===== src/rtl/neuron_mac.sv =====
// neuron_mac: serial fixed-point multiply-accumulate neuron.
//
// Computes z = sum(x_i * w_i) + bias over N_INPUTS pairs, all operands signed
// Q(WIDTH-FRAC-1).FRAC. The result is rounded to nearest (ties toward +inf) and
// saturated back to WIDTH bits for the downstream activation block.
//
// Ports:
//   clk        clock, all state changes on its rising edge
//   rst_n      synchronous active-low reset
//   in_valid   x/w pair presented
//   in_ready   pair accepted this cycle (ACCUM state only)
//   x, w       signed input activation and weight
//   bias       signed bias, held stable for the whole evaluation
//   out_valid  z__value is valid (OUT state)
//   out_ready  downstream accepts z__value
//   z__value   saturated pre-activation value
module neuron_mac #(
    parameter int unsigned N_INPUTS  = 4,
    parameter int unsigned WIDTH     = 8,
    parameter int unsigned FRAC      = 4,
    parameter int unsigned ACC_WIDTH = 21
) (
    input  logic                    clk,
    input  logic                    rst_n,
    input  logic                    in_valid,
    output logic                    in_ready,
    input  logic signed [WIDTH-1:0] x,
    input  logic signed [WIDTH-1:0] w,
    input  logic signed [WIDTH-1:0] bias,
    output logic                    out_valid,
    input  logic                    out_ready,
    output logic signed [WIDTH-1:0] z__value
);

    // Counter holds values 0..N_INPUTS so it never wraps before being cleared.
    localparam int unsigned CntW = $clog2(N_INPUTS + 1);
    localparam logic [CntW-1:0] CntLast = CntW'(N_INPUTS - 1);

    localparam logic [1:0] StAccum = 2'd0;
    localparam logic [1:0] StBias  = 2'd1;
    localparam logic [1:0] StOut   = 2'd2;

    localparam logic signed [ACC_WIDTH-1:0] RoundK = ACC_WIDTH'(1) << (FRAC - 1);
    localparam logic signed [ACC_WIDTH-1:0] ZMax   = ACC_WIDTH'((1 << (WIDTH - 1)) - 1);
    localparam logic signed [ACC_WIDTH-1:0] ZMin   = ~ZMax;

    logic [1:0]                  state_q, state_d;
    logic [CntW-1:0]             cnt_q, cnt_d;
    logic signed [ACC_WIDTH-1:0] acc_q, acc_d;
    logic signed [WIDTH-1:0]     z_q, z_d;

    logic signed [2*WIDTH-1:0]   prod;
    logic signed [ACC_WIDTH-1:0] prod_ext;
    logic signed [ACC_WIDTH-1:0] bias_term;
    logic signed [ACC_WIDTH-1:0] sum;
    logic signed [ACC_WIDTH-1:0] shifted;
    logic                        accept;

    assign in_ready  = rst_n && (state_q == StAccum);
    assign out_valid = (state_q == StOut);
    assign z__value  = z_q;
    assign accept    = in_valid && in_ready;

    always_comb begin
        prod      = x * w;
        prod_ext  = {{(ACC_WIDTH - 2 * WIDTH){prod[2*WIDTH-1]}}, prod};
        // Bias is aligned to the product's 2*FRAC fractional bits.
        bias_term = {{(ACC_WIDTH - WIDTH - FRAC){bias[WIDTH-1]}}, bias, {FRAC{1'b0}}};
        sum       = acc_q + bias_term + RoundK;
        // Arithmetic shift after adding half an LSB rounds ties toward +inf.
        shifted   = sum >>> FRAC;
    end

    always_comb begin
        state_d = state_q;
        cnt_d   = cnt_q;
        acc_d   = acc_q;
        z_d     = z_q;
        case (state_q)
            StAccum: begin
                if (accept) begin
                    acc_d = acc_q + prod_ext;
                    cnt_d = cnt_q + 1'b1;
                    if (cnt_q == CntLast) begin
                        state_d = StBias;
                    end
                end
            end
            StBias: begin
                if (shifted > ZMax) begin
                    z_d = ZMax[WIDTH-1:0];
                end else if (shifted < ZMin) begin
                    z_d = ZMin[WIDTH-1:0];
                end else begin
                    z_d = shifted[WIDTH-1:0];
                end
                state_d = StOut;
            end
            StOut: begin
                if (out_ready) begin
                    acc_d   = '0;
                    cnt_d   = '0;
                    state_d = StAccum;
                end
            end
            default: begin
                acc_d   = '0;
                cnt_d   = '0;
                state_d = StAccum;
            end
        endcase
    end

    always_ff @(posedge clk) begin
        if (!rst_n) begin
            state_q <= StAccum;
            cnt_q   <= '0;
            acc_q   <= '0;
            z_q     <= '0;
        end else begin
            state_q <= state_d;
            cnt_q   <= cnt_d;
            acc_q   <= acc_d;
            z_q     <= z_d;
        end
    end

endmodule


===== config.mk =====
export PLATFORM = sky130hd
export DESIGN_NAME = neuron_mac
export DESIGN_NICKNAME = d
export VERILOG_FILES = /design/src/rtl/neuron_mac.sv
export SDC_FILE = /design/constraint.sdc
export NUM_CORES = 1
export LEC_CHECK = 0
export CAP_MARGIN = 20
export CORE_MARGIN = 4
export CORE_UTILIZATION = 65
export DETAILED_ROUTE_END_ITERATION = 12
export PLACE_DENSITY_LB_ADDON = 0.25
export SETUP_SLACK_MARGIN = 0.02
export SLEW_MARGIN = 20
export SYNTH_ARGS = -nofsm -noshare
export SYNTH_HDL_FRONTEND = slang
export SYNTH_SLANG_ARGS = --single-unit

===== constraint.sdc =====
create_clock -name clk -period 17.6 [get_ports clk]
set_input_delay 4.4 -clock clk [delete_from_list [all_inputs] [get_ports clk]]
set_output_delay 4.4 -clock clk [all_outputs]
set_load 0.1 [all_outputs]

==> impl_metrics.tcl <==
set metrics [dict create \
    die_x_um 102 \
    fp.coreArea_mm2 0.00872 \
    gp_congestion 0.928 \
    dpl.hpwl_mm 10.3 \
    num-fill-cells 644 \
    io_pins 38 \
    gr-usage-met1_pct 31.8 \
    clk_pin_slew_ps 70 \
    grt_pass1_wl_mm 20.9 \
    grt_overflow 0 \
    async_flop_share_pct 0 \
    p_sw_uw 631 \
    cpMaxStageDelayCell "clkdlybuf4s50_1" \
    nNetsFinal 853 \
    crit_arrival_ps 6520 \
    status "finished, final reports clean" \
    hold_class "flop to flop" \
    p_int_uw 627 \
    io_buffer_count 37 \
    clkLatencyLatePin_ps 280 \
    grt_busiest_layer "met2" \
    power_density_mw_per_mm2 196 \
    post_cts_buffers 0 \
    grtUsageMet3_pct 2.80 \
    synth_edf_count 0 \
    peakVddDrop_uv 351 \
    setup_viol 0 \
    cts-root-buf "clkbuf_8" \
    cts_buffers 5 \
    synth-main-ff-cell "dfxtp_1" \
    n_antenna_cell 0 \
    maxCapViolCount 0 \
    synth_cells 630 \
    slowest_delay_ps 1140 \
    dieHeight_um 102 \
    start_kind "primary input" \
    final_cell_mix "inv_1 (105), fa_1 (93), ha_1 (66), nand2_1 (53), and2_1 (41)" \
    row_count 34 \
    slew_headroom_pct 34.1 \
    worstPathMaxFanout 17 \
    clk_path_buf_depth 2 \
    timing.final.max_slew_violations 0 \
    fin_setup_tns_ps 0 \
    grt.total_usage_pct 24.7 \
    drc 0 \
    synth.distinct_cells 62 \
    drive_gt1_share_pct 4.65 \
    syn_avg_cell_area_um2 9.21 \
    critPathKind "primary input to output port" \
    clock_power_share_pct 6.9 \
    grt_pass1_vias 4669 \
    drt_first_pass_iters 5 \
    skew_ps 3.28 \
    cts_tree "yes" \
    synth_area_mm2 0.00580 \
    holdWs_ps 471 \
    drt-initial-drc-count 172 \
    p_comb_share_pct 83.8 \
    finalHoldViolCount 0 \
    die_area_mm2 0.0105 \
    viasPerCell 5.81 \
    cts.sinks 34 \
    crit_required_ps 13200 \
    swShare_pct 50.2 \
    final_common_cell "inv_1" \
    rr_worst_depth 19 \
    fmax_mhz 91.6 \
    antenna_found_initial 0 \
    synth_nets 817 \
    hold_path.startpoint "z__value[7]$_SDFFE_PN0P_" \
    synth_seq_cells 34 \
    seqPwrFrac_pct 9.2 \
    use_met2_pct 44.0 \
    yosysWarningCount 0 \
    htreeDepth 2 \
    wl_per_cell_um 15.4 \
    min_path_cells 2 \
    cts_resized 0 \
    postRouteAntennaNets 0 \
    initial_utilization_pct 66.5 \
    vias 4499 \
    wirelength_mm 11.9 \
    min_to "z__value[7]$_SDFFE_PN0P_" \
    grt_setup_unrepaired "no" \
    rr_startpoint "acc_q[4]$_SDFFE_PN0P_" \
    reg2reg_slack_ps 12300 \
    cellLeakagePower_nw 3.05 \
    worst_setup_path_end_kind "output port" \
    fin_crit_sh_pct 62.0 \
    grt_max_degree 21 \
    worstPathCellList "clkdlybuf4s50_1, and2_1, clkdlybuf4s50_1" \
    fin_crit_ps 10920 \
    areaGrowthSynthToFinish_pct 10.4 \
    crit_top_cell "clkdlybuf4s50_1" \
    worstMarginPinSlew_ps 985 \
    timing.rr.end "acc_q[18]$_SDFFE_PN0P_" \
    seq_area_frac_synth_pct 11.7 \
    holdBufCountCts 0 \
]
==> Yosys cell counts, types with 5 or more instances <==
| cell | instances | share of area, % |
|---|---|---|
| inv_1 | 105 | 6.8 |
| fa_1 | 93 | 32 |
| ha_1 | 66 | 14 |
| nand2_1 | 53 | 3.4 |
| and2_1 | 41 | 4.4 |
| dfxtp_1 | 34 | 12 |
| o21ai_0 | 29 | 2.5 |
| nor2_1 | 22 | 1.4 |
| xnor2_1 | 17 | 2.6 |
| a21oi_1 | 15 | 1.3 |
| nor3_1 | 12 | 1.0 |
| nand3_1 | 10 | 0.86 |
| xor2_1 | 10 | 1.5 |
| nor2b_1 | 8 | 0.86 |
| a22o_1 | 7 | 1.1 |
| o22ai_1 | 7 | 0.75 |
| and3_1 | 6 | 0.65 |
| clkbuf_1 | 6 | 0.39 |
| a21o_1 | 5 | 0.65 |
| a31oi_1 | 5 | 0.54 |
| nor4_1 | 5 | 0.54 |
| o21a_1 | 5 | 0.65 |
| o21ai_1 | 5 | 0.43 |
==> worst max-delay path: cells and delay by family <==
| kind | cells | cell delay (ps) |
|---|---|---|
| buffers and inverters | 2 | 1900 |
| and+or+nand+nor | 1 | 220 |
==> area by class of cell <==
cell class	instances	area, µm²	area share [%]
Multi-Input combinational cell	482	4680	73.1
Sequential cell	34	681	10.6
Inverter	106	398	6.21
Timing Repair Buffer	37	370	5.78
Tap cell	108	135	2.11
Clock buffer	5	68.8	1.07
Clock inverter	3	68.8	1.07
==> kinds of logic (layout without fill, tap and decap cells) <==
group,Yosys count,after routing,share of synthesized area (%)
xor gates and xnor gates,27,27,4.08
AOI/OAI and AO/OA,118,118,14.1
adders and majority gates,159,159,46.3
DFF,34,34,11.7
muxes,3,3,0.518
buffers and inverters,114,151,7.53
and+or+nand+nor,175,175,15.7
==> flip-flops by register name (all words and copies together) (netlist names) <==
signal / cells
acc_q: 21
z__value: 8
cnt_q: 3
state_q: 2
==> power groups by stage <==
stage	sequential, mW	clock (mW)	combinational, mW
floorplan	0.112	0	0.842
global placement	0.118	0	1.01
detailed placement	0.118	0	1.05
CTS	0.117	0.0880	1.06
global route	0.118	0.0914	1.21
finish	0.116	0.0873	1.06
==> layer usage <==
metal,wire (µm),part of all wire (%),vias up
li1,-,-,2166
met1,4980,42,2229
met2,6420,54,82
met3,280,2.3,22
met4,257,2.2,0
met5,0,0,-
==> worst max-delay path by stage <==
stage                      from        to  depth (start not counted)
after global placement    rst_n  in_ready                          3
after floorplan           rst_n  in_ready                          1
final                     rst_n  in_ready                          3
after global routing      rst_n  in_ready                          3
after CTS                 rst_n  in_ready                          3
after detailed placement  rst_n  in_ready                          3
==> per-stage QoR <==
stage               cell area, µm²  utilization [%]  instances  setup WS (ps)  power (mW)
global route                  6410             73.5        775           6570        1.42
finish                        6410             73.5        775           6680        1.26
detailed placement            6270             71.9        767           6710        1.17
CTS                           6410             73.5        775           6690        1.27
floorplan                     5800                -        630           8050       0.954
global placement              6270             71.9        767           6720        1.13
No activity file was read; power rests on OpenSTA's default activity.
